`config.mk`:
```
export PLATFORM = sky130hd
export DESIGN_NAME = tcp_frame_responder
export DESIGN_NICKNAME = d
export VERILOG_FILES = /design/src/rtl/tcp_frame_responder.sv
export SDC_FILE = /design/constraint.sdc
export NUM_CORES = 1
export LEC_CHECK = 0
export ABC_CLOCK_PERIOD_IN_PS = 5600
export CORE_MARGIN = 2
export CORE_UTILIZATION = 40
export CTS_CLUSTER_SIZE = 20
export DETAILED_ROUTE_END_ITERATION = 6
export PLACE_DENSITY = 0.61
export SLEW_MARGIN = 40
export SYNTH_ARGS = -nofsm -noshare
export SYNTH_HDL_FRONTEND = slang
export SYNTH_SLANG_ARGS = --single-unit
```
`constraint.sdc`:
```
create_clock -name clk -period 5.6 [get_ports clk]
set_clock_uncertainty 0.1 [all_clocks]
set_input_delay 0.56 -clock clk [delete_from_list [all_inputs] [get_ports clk]]
set_output_delay 0.56 -clock clk [all_outputs]
set_load 0.01 [all_outputs]
```
`src/rtl/tcp_frame_responder.sv`:
```
// Device-side responder for the 32-bit TCP word stream: echoes request frames as response frames through a FIFO.
// Define TCP_FRAME_CHECKSUM_EN to append a 32-bit payload-sum trailer to every response frame.
module tcp_frame_responder #(
  parameter int FIFO_DEPTH = 16
) (
  input  logic        clk,
  input  logic        rst,
  input  logic [31:0] s_data,
  input  logic        s_valid,
  output logic        s_ready,
  output logic [31:0] m_data,
  output logic        m_valid,
  input  logic        m_ready,
  output logic        frame_err,
  output logic [15:0] frame_cnt,
  output logic        busy
);

  localparam int PW = $clog2(FIFO_DEPTH);
  localparam int CW = PW + 1;

`ifdef TCP_FRAME_CHECKSUM_EN
  typedef enum logic [1:0] {ST_IDLE, ST_PAYLOAD, ST_TRAILER, ST_DISCARD} state_t;
`else
  typedef enum logic [1:0] {ST_IDLE, ST_PAYLOAD, ST_DISCARD} state_t;
`endif

  state_t        state_q, state_d;
  logic [15:0]   rem_q, rem_d;
  logic [15:0]   frame_cnt_q, frame_cnt_d;
  logic          frame_err_q, frame_err_d;
`ifdef TCP_FRAME_CHECKSUM_EN
  logic [31:0]   sum_q, sum_d;
`endif

  logic [31:0]   mem [FIFO_DEPTH];
  logic [PW-1:0] wr_ptr_q, wr_ptr_d;
  logic [PW-1:0] rd_ptr_q, rd_ptr_d;
  logic [CW-1:0] mem_cnt_q, mem_cnt_d;
  logic [31:0]   m_data_q, m_data_d;
  logic          m_valid_q, m_valid_d;

  logic [CW-1:0] fifo_count;
  logic          fifo_full;
  logic          s_ready_int;
  logic          s_fire;
  logic          wr_en;
  logic [31:0]   wr_word;
  logic          pop, load_out, mem_rd, bypass, mem_wr;

  // The output register is the head slot of the FIFO, so it counts toward occupancy.
  assign fifo_count  = mem_cnt_q + CW'(m_valid_q);
  assign fifo_full   = (fifo_count >= CW'(FIFO_DEPTH));
  assign s_ready_int = ((state_q == ST_IDLE || state_q == ST_PAYLOAD) && !fifo_full)
                       || (state_q == ST_DISCARD);
  assign s_ready     = !rst && s_ready_int;
  assign s_fire      = s_valid && s_ready_int;

  assign m_data    = m_data_q;
  assign m_valid   = m_valid_q;
  assign frame_err = frame_err_q;
  assign frame_cnt = frame_cnt_q;
  assign busy      = !rst && ((state_q != ST_IDLE) || (fifo_count != '0));

  always_comb begin
    state_d     = state_q;
    rem_d       = rem_q;
    frame_cnt_d = frame_cnt_q;
    frame_err_d = 1'b0;
`ifdef TCP_FRAME_CHECKSUM_EN
    sum_d       = sum_q;
`endif
    wr_en       = 1'b0;
    wr_word     = '0;

    case (state_q)
      ST_IDLE: begin
        if (s_fire) begin
          rem_d = s_data[15:0];
          if (s_data[31]) begin
            frame_err_d = 1'b1;
            if (s_data[15:0] != 16'd0) state_d = ST_DISCARD;
          end else begin
            wr_en   = 1'b1;
            wr_word = {1'b1, s_data[30:0]};
`ifdef TCP_FRAME_CHECKSUM_EN
            sum_d   = '0;
            state_d = (s_data[15:0] != 16'd0) ? ST_PAYLOAD : ST_TRAILER;
`else
            if (s_data[15:0] != 16'd0) begin
              state_d = ST_PAYLOAD;
            end else begin
              frame_cnt_d = frame_cnt_q + 16'd1;
            end
`endif
          end
        end
      end

      ST_PAYLOAD: begin
        if (s_fire) begin
          wr_en   = 1'b1;
          wr_word = s_data;
          rem_d   = rem_q - 16'd1;
`ifdef TCP_FRAME_CHECKSUM_EN
          sum_d   = sum_q + s_data;
          if (rem_q == 16'd1) state_d = ST_TRAILER;
`else
          if (rem_q == 16'd1) begin
            state_d     = ST_IDLE;
            frame_cnt_d = frame_cnt_q + 16'd1;
          end
`endif
        end
      end

`ifdef TCP_FRAME_CHECKSUM_EN
      ST_TRAILER: begin
        if (!fifo_full) begin
          wr_en       = 1'b1;
          wr_word     = sum_q;
          state_d     = ST_IDLE;
          frame_cnt_d = frame_cnt_q + 16'd1;
        end
      end
`endif

      ST_DISCARD: begin
        if (s_fire) begin
          rem_d = rem_q - 16'd1;
          if (rem_q == 16'd1) state_d = ST_IDLE;
        end
      end

      default: state_d = ST_IDLE;
    endcase
  end

  // A write into an idle head slot bypasses storage so latency stays at one cycle.
  always_comb begin
    pop       = m_valid_q && m_ready;
    load_out  = !m_valid_q || pop;
    mem_rd    = load_out && (mem_cnt_q != '0);
    bypass    = load_out && (mem_cnt_q == '0) && wr_en;
    mem_wr    = wr_en && !bypass;

    m_data_d  = m_data_q;
    m_valid_d = m_valid_q;
    if (load_out) begin
      if (mem_rd) begin
        m_data_d  = mem[rd_ptr_q];
        m_valid_d = 1'b1;
      end else if (bypass) begin
        m_data_d  = wr_word;
        m_valid_d = 1'b1;
      end else begin
        m_valid_d = 1'b0;
      end
    end

    wr_ptr_d  = mem_wr ? wr_ptr_q + PW'(1) : wr_ptr_q;
    rd_ptr_d  = mem_rd ? rd_ptr_q + PW'(1) : rd_ptr_q;
    mem_cnt_d = mem_cnt_q + CW'(mem_wr) - CW'(mem_rd);
  end

  always_ff @(posedge clk) begin
    if (mem_wr) mem[wr_ptr_q] <= wr_word;
  end

`ifdef TCP_FRAME_CHECKSUM_EN
  always_ff @(posedge clk) begin
    sum_q <= sum_d;
  end
`endif

  always_ff @(posedge clk) begin
    if (rst) begin
      state_q     <= ST_IDLE;
      rem_q       <= '0;
      frame_cnt_q <= '0;
      frame_err_q <= 1'b0;
      wr_ptr_q    <= '0;
      rd_ptr_q    <= '0;
      mem_cnt_q   <= '0;
      m_data_q    <= '0;
      m_valid_q   <= 1'b0;
    end else begin
      state_q     <= state_d;
      rem_q       <= rem_d;
      frame_cnt_q <= frame_cnt_d;
      frame_err_q <= frame_err_d;
      wr_ptr_q    <= wr_ptr_d;
      rd_ptr_q    <= rd_ptr_d;
      mem_cnt_q   <= mem_cnt_d;
      m_data_q    <= m_data_d;
      m_valid_q   <= m_valid_d;
    end
  end

endmodule

```
# After elaboration in Yosys (flattened, before gate mapping)
# Memory sizes are Yosys's and may differ from the RTL's. A register that Yosys moved wholly into a read port is not among the register bits.
# Cells that the tools add are included.
# op_classes
n_bitwise	2
magnitude_cmp	1
n_mux	33
eq_ne	11
n_addsub	7
reduce_logical	32
# op_table
operator	count
$mux W32	5
$mux W16	7
$pmux W16 S2	2
$pmux W32 S2	1
$add A16 B1 Y16 const B	1
$eq A16 B1 Y1 const B	1
$reduce_bool A16 Y1	1
$sub A16 B1 Y16 const B	1
$mux W2	6
$add A5 B1 Y5	2
$reduce_bool A5 Y1	2
$logic_and A1 B1 Y1	9
$add A4 B1 Y4 const B	2
$mux W1	8
$mux W4	2
$ne A2 B1 Y1 const B	4
$ne A2 B2 Y1 const B	4
$reduce_bool A2 Y1	4
$reduce_and A6 Y1	1
$ge A5 B5 Y1 const B	1
$logic_not A5 Y1	1
$sub A5 B1 Y5	1
$logic_not A1 Y1	4
$logic_or A1 B1 Y1	4
11 further kinds	12
# totals
ff_bits	81
ramBits	512
n_memories	1
# memory_table
name	words	word_bits	rd	rd_ports_with_merged_regs	wr	line	source
mem	16	32	1	1	1	36	logic [31:0] mem [FIFO_DEPTH];

# Depth between registers and ports, before layout
# Gate-level depths: netlist of the first run.
# logic_depth
depth_word	13
ltp_mapped	14

# Least setup slack after synthesis of the first run
# Ideal clock, no wire load.
# synth_path
path_kind	reg2reg
from	reg m_valid_q (netlist: m_valid)
to	mem mem[0][0] (enable)
stages_incl_launch_ff	8
period_less_slack_ns	4.781
setup_slack_ns	0.819
setup_ns	0.461
arrival_ns	4.220
path_buffers	0
cell_sequence	dfxtp_1 > ha_1 > ha_1 > a211oi_2 > o31ai_2 > nor3_1 > nand2_1 > nor3_1
# synth_between
elab_chain_cells	13
word_cells_on_any_way	18
# synth_lines
element	line	source
from (decl)	41	logic m_valid_q, m_valid_d;
from (signal assigned)	196	m_valid_q <= m_valid_d;
$add A5 B1 Y5	52	assign fifo_count = mem_cnt_q + CW'(m_valid_q);
$ge A5 B5 Y1	53	assign fifo_full = (fifo_count >= CW'(FIFO_DEPTH));
$logic_not A1 Y1	54	assign s_ready_int = ((state_q == ST_IDLE || state_q == ST_PAYLOAD) && !fifo_full)
$logic_and A1 B1 Y1	54	
$logic_or A1 B1 Y1	55	|| (state_q == ST_DISCARD);
$logic_and A1 B1 Y1	57	assign s_fire = s_valid && s_ready_int;
$mux W1, on equally long branches	101, 78	
$pmux W1 S2	76	case (state_q)
$logic_and A1 B1 Y1	144	bypass = load_out && (mem_cnt_q == '0) && wr_en;
$logic_not A1 Y1	145	mem_wr = wr_en && !bypass;
$logic_and A1 B1 Y1 *	145	
$mux W1 *	167	if (mem_wr) mem[wr_ptr_q] <= wr_word;
$mux W1 (not written as such) *	167	
to (decl)	36	
# Mark *: on every way between the ends. The rest lies on a longest branch, timed or not.

# Worst setup path after layout of the first run
# layout_path
from	reg m_valid_q (netlist: m_valid)
to	reg mem_cnt_q[4]
# layout_between
elab_chain_cells	13
word_cells_on_any_way	19
# layout_lines
element	line	source
$add A5 B1 Y5	52	
$ge A5 B5 Y1	53	
$logic_not A1 Y1	54	
$logic_and A1 B1 Y1	54	
$logic_or A1 B1 Y1	55	
$logic_and A1 B1 Y1	57	
$mux W1, on equally long branches	101, 78	
$pmux W1 S2	76	
$logic_and A1 B1 Y1	144	
$logic_not A1 Y1	145	
$logic_and A1 B1 Y1	145	
$add A5 B1 Y5	163	mem_cnt_d = mem_cnt_q + CW'(mem_wr) - CW'(mem_rd);
$sub A5 B1 Y5 *	163	
to (signal assigned)	194	mem_cnt_q <= mem_cnt_d;
to (decl)	39	logic [CW-1:0] mem_cnt_q, mem_cnt_d;
# Marks and branches as above.
# A chain may end at the register's enable or synchronous reset.

==> results of run 1 <==
power by group through the flow:
stage	Clock [uW]	Combinational, uW	Sequential [uW]
CTS	3880	2460	5380
global route	4040	2660	5410
global placement	0	2340	5510
detailed placement	0	2440	5470
floorplan	0	1650	5410
finish	3790	2440	5380
logic make-up (layout without fill, tap and decap cells):
logic type                 count (synthesis)  count (layout)
AOI/OAI and AO/OA                        157             157
xor gates and xnor gates                  13              13
adders and majority gates                 21              21
buffers and inverters                     88             266
DFF                                      597             597
muxes                                    148             148
other                                      0               1
and+or+nand+nor                          308             308
Yosys cell counts (10+ instances only):
cell        n  area share (%)
dfxtp_1    85             7.1
nand4_1    24            0.63
nand2b_1   71             1.9
nand2_1    30            0.47
a22o_1     18            0.66
buf_1      11            0.17
inv_1      19            0.30
a21oi_1    37            0.78
mux4_2    128              12
o21ai_0    11            0.23
nor2b_1    15            0.39
mux2i_1    18            0.76
nor3_1     14            0.29
a2111o_1   10            0.47
or3_1      14            0.37
ha_1       20             1.0
edfxtp_1  512              64
and2_1     43             1.1
a221o_1    23            0.97
nand3_1    10            0.21
nor2_1     48            0.76
o21ai_1    20            0.42
clkbuf_1   47            0.74
final cells by class:
class	instances	area [um2]
tap	773	967
clock inverter	37	284
antenna	1	2.50
clock buffer	74	1580
multi-input combinational	647	6570
sequential	597	17100
inverter	19	71.3
timing repair buffer	136	1430
fill	4916	31000
flip-flops by register name (all words and copies together) (netlist names), named ones only:
signal,cells
state_q,2
m_valid,1
mem,512
mem_cnt_q,5
frame_err,1
m_data,32
rem_q,16
wr_ptr_q,4
frame_cnt,16
rd_ptr_q,4
placed cells by master, fill, tap and decap left out, types with 14 or more instances in the layout:
| cell type | instances |
|---|---|
| a21oi_1 | 36 |
| a221o_1 | 23 |
| a22o_1 | 18 |
| and2_1 | 43 |
| buf_4 | 32 |
| clkbuf_16 | 60 |
| clkdlybuf4s50_1 | 86 |
| clkinv_2 | 17 |
| dfxtp_1 | 81 |
| edfxtp_1 | 512 |
| ha_1 | 20 |
| inv_1 | 19 |
| mux2i_1 | 18 |
| mux4_2 | 128 |
| nand2_1 | 30 |
| nand2b_1 | 71 |
| nand4_1 | 24 |
| nor2_1 | 31 |
| nor2b_1 | 15 |
| o21ai_1 | 20 |
| or3_1 | 14 |
worst max-delay path by stage:
| stage | startpoint | endpoint |
|---|---|---|
| 3_5_place_dp | s_data[31] | mem[6][30] |
| 2_1_floorplan | m_valid | mem[0][0] |
| 6_report | m_valid | mem_cnt_q[4] |
| 4_1_cts | mem_cnt_q[0] | mem[6][23] |
| 5_1_grt | m_valid | mem_cnt_q[4] |
| 3_3_place_gp | s_data[31] | mem_cnt_q[4] |
metal layers:
metal	vias to the layer above	GRT usage [%]	wire length, um
met3	84	3.36	4000
met5	-	0	26
li1	5644	-	-
met4	4	5.15	1200
met1	6609	26.1	24100
met2	435	29.8	26900
critical path: stages, from the launching register on:
cell and delay (ns):
dfxtp_1 0.33, ha_1 0.23, ha_1 0.25, a211oi_2 0.43, o31ai_4 0.21, nor3_2 0.49
inv_1 0.09, ha_1 0.29, inv_1 0.04, ha_1 0.21, fa_1 0.44, a21oi_1 0.17
nor2_1 0.06, or3_1 0.35, a21oi_1 0.15
per-stage QoR:
stage | power, uW | hold slack, ns | area [um2] | cells | util (%)
2_1_floorplan | 7060 | 0.353 | 23800 | 1332 | -
3_3_place_gp | 7850 | 0.358 | 25800 | 2155 | 43.7
3_5_place_dp | 7910 | 0.363 | 26100 | 2170 | 44.2
4_1_cts | 11700 | 0.383 | 27900 | 2281 | 47.3
5_1_grt | 12100 | 0.397 | 28000 | 2283 | 47.4
6_report | 11600 | 0.379 | 28000 | 2284 | 47.4
==> reports/results.ini, run 1 <==
[timing]
fin_crit_ns = 3.91
finalSetupViolations = 0
finalCritPeriodShare_pct = 69.8
slew_viol_final = 0
fin_tns_setup_ns = 0
tightest_slew_ns = 0.847
fmax_mhz = 256
rsz0062_at_grt = false
fin_ws_ns = 1.69
hold_violations = 0
slew_headroom_pct = 43.4

[min_path]
hp-class = flop to flop
hp-start = m_data[23]
hold_end = m_data[23]
hold_depth = 1

[die]
die_area_um2 = 61600
die_w_um = 248
num_rows = 89
core_region_area_um2 = 59000
initial_core_util_pct = 40.4
die_h_um = 248
ioPinCount = 88

[synthesis]
async_flop_share_pct = 0
synth_xor_area_share_pct = 0.477
syn_avg_cell_area_um2 = 17.9
synth_top_family_by_area = multiplexers
synth-seq-cells = 597
syn_area_um2 = 23800
ys.flop_type = edfxtp_1
synth_nets = 1389
synth_fa_ha_area_share_pct = 1.13
synthCells = 1332
synth.area.mux_share_pct = 12.9
synthSimpleGateAreaFrac_pct = 7.48
synth_compound_area_share_pct = 4.86
synth_edf_count = 512
synthDistinctLibCells = 63
yosysSeqAreaShare_pct = 71.6
ys_warn_count = 0

[clocking]
cts_buffer_depth = 3
ctsHtreeMaxLevel = 2
cts-root-buf = clkbuf_16
cts_tree = built
clk_pin_slew_ns = 0.06
cts_resized = 0
hold_buffers = 0
clock-sinks = 597
cts_buffers = 59
postCtsSetupBuffers = 0
clkLatencyLatePin_ns = 0.62

[placed_design]
dpl.hpwl_um = 35500
pre_cts_ws_ns = 1.41
routabilityCongestion = 0.801
port_buffers = 87

[worst_setup_path]
crit_type = flop to flop
arrival_ns = 4.34
rr_startpoint = m_valid
ff2ff_path_depth = 14
cp-end-kind = flop
reg2reg_slack_ns = 1.69
startpoint_type = flop
required_ns = 6.03
crit_fanout = 9
worstReg2RegEnd = mem_cnt_q[4]

[power_and_ir_drop]
power_density_nw_per_um2 = 414
pwr-share-seq_pct = 46.3
power_frac_clock_pct = 32.6
combinationalPowerShare_pct = 21.0
internal_power_uw = 8440
vdd_ir_drop_max_mv = 0.253
leakagePower_uw = 0.00889
p_sw_share_pct = 27.2
power_switching_uw = 3160

[grt]
grt_start_max_net_pins = 79
grt_pass1_vias = 12950
grtUsageTotal_pct = 18.6
grt_overflow_total = 0
antenna_found_initial = 6
grt_pass1_wl_um = 83900

[cells_and_area]
fin_nets = 1517
areaGrowthSynthToFinish_pct = 17.4
drive_gt1_share_pct = 20.7

[routing]
first_pass_iters = 5
drc_errors = 0
vias = 12776
drt_wl_total_um = 56200
drtIter0Drc = 1176
routed_via_density = 5.59
drt-wirelength-per-cell_um = 24.6
final_antenna_net_count = 0

[run_status]
status = finished, final reports clean

[flow_run]
drv_cap = 0

No activity file was read; power rests on OpenSTA's default activity.
==> run 2: changes to the inputs <==
--- a/config.mk
+++ b/config.mk
@@ -5,7 +5,7 @@
 export SDC_FILE = /design/constraint.sdc
 export NUM_CORES = 1
 export LEC_CHECK = 0
-export ABC_CLOCK_PERIOD_IN_PS = 5600
+export ABC_CLOCK_PERIOD_IN_PS = 3800
 export CORE_MARGIN = 2
 export CORE_UTILIZATION = 40
 export CTS_CLUSTER_SIZE = 20
==> constraint.sdc (replaced) <==
create_clock -name clk -period 3.8 [get_ports clk]
set_clock_uncertainty 0.1 [all_clocks]
set_input_delay 0.38 -clock clk [delete_from_list [all_inputs] [get_ports clk]]
set_output_delay 0.38 -clock clk [all_outputs]
set_load 0.01 [all_outputs]
==> run 2 against run 1 <==
Cell area increased by 0.55%. Flip-flop and latch count unchanged. Combinational power increased by 49%. Largest power group unchanged. Highest routed layer is now met4.
==> reports/results.ini, run 2 (same netlist as run 1, synthesis figures left out) <==
[run_status]
status = finished, final reports clean

[placed_design]
routabilityCongestion = 0.815
dp_cells = 2188
port_buffers = 87
dpl.hpwl_um = 33600

[die]
die_area_um2 = 61600
die_h_um = 248
die_w_um = 248
core_region_area_um2 = 59000
initial_core_util_pct = 40.4
num_rows = 89
ioPinCount = 88

[grt]
grt_pass1_vias = 13085
grt_overflow_total = 0
grt_pass1_wl_um = 85000
grtUsageTotal_pct = 18.9
grt_start_max_net_pins = 65
antenna_found_initial = 2

[timing]
slew_headroom_pct = 46.2
whs_ns = 0.304
rsz0062_at_grt = false
fin_tns_setup_ns = 0
fin_crit_ns = 3.47
finalCritPeriodShare_pct = 91.2
tightest_slew_ns = 0.806
slew_viol_final = 0
finalSetupViolations = 0
hold_violations = 0
fmax_mhz = 288

[cells_and_area]
drive_gt1_share_pct = 21.0
areaGrowthSynthToFinish_pct = 18.0
layout_commonest_cell = edfxtp_1
fin_cells = 2298
fin_nets = 1533
largest_reg_flops = 512
layout.cells.most_common_list = edfxtp_1, mux4_2, clkdlybuf4s50_1, dfxtp_1, nand2b_1
final_util_pct = 47.7
n_antenna_cell = 0
regMostFlops = mem

[routing]
drt-wirelength-per-cell_um = 24.8
drtIter0Drc = 1335
vias = 12966
routed_via_density = 5.64
drt_wl_total_um = 57000
final_antenna_net_count = 0
first_pass_iters = 7
drc_errors = 0

[clocking]
clkLatencyLatePin_ns = 0.61
cts-root-buf = clkbuf_16
cts_buffer_depth = 3
postCtsSetupBuffers = 0
ctsHtreeMaxLevel = 2
clk_pin_slew_ns = 0.06
hold_buffers = 1
clock-sinks = 597
cts_buffers = 58
cts_resized = 0
cts_tree = built

[worst_setup_path]
reg2reg_slack_ns = 0.33
cp-end-kind = flop
crit_type = flop to flop
crit_path_start = m_valid
startpoint_type = flop
cp-endpoint = mem_cnt_q[4]
arrival_ns = 3.91
rr_startpoint = m_valid
required_ns = 4.24
worstReg2RegEnd = mem_cnt_q[4]
ff2ff_path_depth = 14
crit_fanout = 4

[power_and_ir_drop]
power_switching_uw = 4670
leakagePower_uw = 0.00895
internal_power_uw = 12800
combinationalPowerShare_pct = 20.8
pwr-share-seq_pct = 45.3
p_sw_share_pct = 26.8
power_frac_clock_pct = 33.9
power.total_uw = 17400
vdd_ir_drop_max_mv = 0.420
power_density_nw_per_um2 = 620

[min_path]
hp-class = input port to flop

[flow_run]
drv_cap = 0

==> run 2: cell count changes in the layout (fill, tap and decap cells not counted), sizes merged, moves of 2 or more <==
cell / previous run / this run
buf: 50 / 66
clkinv: 30 / 23
bufinv: 3 / 7
clkbuf: 74 / 72
clkinvlp: 2 / 4
==> run 2: area by class of cell <==
type / instances / area (um2)
tap: 773 / 967
sequential: 597 / 17100
inverter: 19 / 71.3
clock inverter: 37 / 372
clock buffer: 72 / 1600
timing repair buffer: 153 / 1470
fill: 4892 / 30900
multi-input combinational: 647 / 6590
==> run 2: worst min-delay path by stage <==
stage / slack, ns / to / start / cells past startpoint
final: 0.30 / m_data[28] / s_data[28] / 2
after global routing: 0.30 / m_data[28] / s_data[28] / 2
after CTS: 0.28 / m_data[28] / s_data[28] / 2
after detailed placement: 0.36 / m_data[30] / m_data[30] / 1
after global placement: 0.35 / m_data[23] / m_data[23] / 1
after floorplan: 0.35 / rem_q[14] / rem_q[14] / 2
==> run 2: metal layers <==
layer  global-route usage (%)  wire length, um  vias to the layer above  share of wire (%)
met1                     26.4            23800                     6783                 42
met5                        0                0                        -                  0
met3                     3.40             4710                       72                8.3
met2                     30.8            27300                      462                 48
li1                         -                -                     5649                  -
met4                     4.80             1200                        0                2.1
==> run 2: power by group through the flow <==
stage          clock, uW  sequential, uW  combinational [uW]
6_report            5910            7900                3630
5_1_grt             6290            7940                3970
4_1_cts             6010            7900                3680
3_5_place_dp           0            8040                3650
3_3_place_gp           0            8030                3620
2_1_floorplan          0            7960                2440
==> run 2: critical path: stages, from the launching register on <==
cell	delay (ns)
dfxtp_1	0.33
ha_1	0.22
ha_1	0.24
a211oi_2	0.36
o31ai_2	0.12
nor3_1	0.30
inv_1	0.08
ha_1	0.28
inv_1	0.04
ha_1	0.20
fa_1	0.44
a21oi_1	0.17
nor2_1	0.06
or3_1	0.33
a21oi_1	0.13
==> run 2: metrics by stage <==
step,instance area [um2],worst slack [ns]
floorplan,23900,-0.130
global placement,26200,0.371
detailed placement,26200,0.345
CTS,28100,0.313
global route,28100,0.0628
finish,28100,0.333
==> variant (flow settings as in run 1) <==
Set the parameter `FIFO_DEPTH` to 8 (it was 16).
--- a/src/rtl/tcp_frame_responder.sv
+++ b/src/rtl/tcp_frame_responder.sv
@@ -1,7 +1,7 @@
 // Device-side responder for the 32-bit TCP word stream: echoes request frames as response frames through a FIFO.
 // Define TCP_FRAME_CHECKSUM_EN to append a 32-bit payload-sum trailer to every response frame.
 module tcp_frame_responder #(
-  parameter int FIFO_DEPTH = 16
+  parameter int FIFO_DEPTH = 8
 ) (
   input  logic        clk,
   input  logic        rst,
Check against the original RTL: same outputs for any inputs over 4 cycles, from zero or initial values and one cycle with rst high; that may be too few to reach the edited logic, so the function may still have changed.
==> variant against run 1 <==
Wire length is 43% lower; cell area fell by 41%; count of clock-buffer cells in the layout is 24 lower; critical path depth is 2 lower; sequential power is 39% lower; global-route usage shrank 0.71 points; power down 29%; die area down 41%; area after synthesis down 42%; sequential cell count fell by 260; setup slack better by 0.43 ns; clock power fell by 37%; largest power group unchanged; highest routed layer is now met4.
==> variant: results <==
critical_path:
  crit_fanout: 39
  timing.rr.end: "mem_cnt_q[2]$_SDFF_PP0_"
  cp_data_arrival_time_ns: 3.76
  r2r_slack_ns: 2.13
  r2r_start: "mem_cnt_q[1]$_SDFF_PP0_"
  cp_slowest_cell: "dfxtp_1"
  reg2regPathDepth: 12
route:
  drtAntennaViolNets: 0
  post-route-drc-count: 0
  wl_per_cell_um: 21.72
  drt_iter0_markers: 751
  dr_total_vias: 8247
logic_synthesis:
  synthTopCellsByArea: "edfxtp_1 (55%), dfxtp_1 (12%), mux4_2 (10%), mux2_2 (2.7%), a21oi_1 (2.3%)"
  postSynthAreaPerCell_um2: 15.38
  yosysUniqueCellTypes: 61
  synth_async_sr_flop_share: 0
  synthesis.nets: 958
  yosysSeqAreaShare: 0.6679
  synth_common_cells: "edfxtp_1 (256), dfxtp_1 (81), a21oi_1 (64), mux4_2 (64), nand2_1 (56)"
  synth_edf_count: 256
min_path:
  hold-path-endpoint: "m_data[6]$_SDFFE_PP0P_"
  hold_path_class: "flop to flop"
  min_from: "m_data[6]$_SDFFE_PP0P_"
  min_path_cells: 2
finish:
  nFillCells: 2947
  largest_reg_flops: 256
  diodes: 0
  nets: 1046
  largest_register: "mem"
  final_cells: 1478
  layout-drive-gt1-share: 0.1926
clock_network:
  clk_pin_slew_ns: 0.06
  cts_buffers: 37
  post-cts-setup-buffers: 0
  clk_latency_ns: 0.52
place:
  place_area_um2: 15370
  pre_cts_ws_ns: 1.991
  gp_congestion: 0.7682
  hpwl_mm: 18.55
  placedCellCount: 1409
  portBuffers: 87
pwr:
  irDropWorstVdd_v: 0.0002828
  p_comb_mw: 2.56
  internal_power_mw: 5.633
  leakagePower_nw: 5.425
  clock_power_mw: 2.40
timing:
  worstMarginPinSlew_ns: 0.8011
  fin_crit_sh: 0.6203
grt:
  grt_pass1_wl_mm: 49.36
  grt.total_usage: 0.1785
  grt_max_degree: 82
  grt_pass1_vias: 8145
  antenna_found_initial: 0
outcome:
  outcome: "finished clean"
[variant: cell types whose count changed in the layout (fill, tap and decap cells not counted), moves of 23 or more]
cell | run 1 | this run
nand2_1 | 30 | 56
a221o_1 | 23 | 0
edfxtp_1 | 512 | 256
and2_1 | 43 | 6
and3_1 | 6 | 34
mux2_2 | 2 | 33
a22oi_1 | 0 | 32
nand2b_1 | 71 | 6
a21oi_1 | 36 | 64
mux4_2 | 128 | 64
[variant: cell type report]
class / count / area, um2 / share of cell area
Clock inverter: 18 / 195.2 / 0.01176
Multi-Input combinational cell: 491 / 4395 / 0.2648
Sequential cell: 337 / 9314 / 0.5611
Clock buffer: 50 / 1016 / 0.06120
Inverter: 18 / 67.56 / 0.004070
Tap cell: 455 / 569.3 / 0.03430
Timing Repair Buffer: 109 / 1042 / 0.06279
[variant: how the worst max path moves through the flow]
stage	start	end	slack, ns	cells after the start
2_1_floorplan	mem_cnt_q[1]$_SDFF_PP0_	mem[0][0]$_DFFE_PP_	0.41	6
3_3_place_gp	s_valid	mem_cnt_q[2]$_SDFF_PP0_	2.06	11
3_5_place_dp	s_valid	mem_cnt_q[2]$_SDFF_PP0_	1.99	11
4_1_cts	mem_cnt_q[1]$_SDFF_PP0_	mem_cnt_q[2]$_SDFF_PP0_	2.12	12
5_1_grt	mem_cnt_q[1]$_SDFF_PP0_	mem_cnt_q[2]$_SDFF_PP0_	1.80	12
6_report	mem_cnt_q[1]$_SDFF_PP0_	mem_cnt_q[2]$_SDFF_PP0_	2.13	12
[variant: stage by stage]
step | power (mW) | hold slack (ns)
after floorplan | 5.028 | 0.3723
after global placement | 5.869 | 0.3406
after detailed placement | 5.904 | 0.3436
after CTS | 8.326 | 0.3543
after global routing | 8.695 | 0.3644
final | 8.252 | 0.3513
[variant: worst register-to-register path, cell delays in order (launching register included)]
cell,delay (ns)
dfxtp_1,0.49
ha_1,0.24
and2_2,0.22
o2111a_1,0.21
buf_4,0.42
nand3_1,0.42
ha_1,0.40
inv_1,0.06
ha_1,0.16
inv_1,0.06
fa_1,0.37
xor2_1,0.16
nor2_1,0.05
[variant: cells by family (layout without fill, tap and decap cells)]
family / count (synthesis) / in the layout / share of synthesized area
DFF: 337 / 337 / 0.6679
and+or+nand+nor: 203 / 203 / 0.08062
AOI/OAI and AO/OA: 166 / 166 / 0.07847
muxes: 98 / 98 / 0.1308
buffers and inverters: 78 / 195 / 0.02226
adders and majority gates: 16 / 16 / 0.01490
xor gates and xnor gates: 8 / 8 / 0.005028
[variant: routing by layer]
metal / up-vias / track usage / part of all wire
met5: - / 0 / 0
li1: 3784 / - / -
met3: 37 / 0.02576 / 0.052
met4: 0 / 0.04114 / 0.016
met2: 252 / 0.2878 / 0.48
met1: 4174 / 0.2571 / 0.45
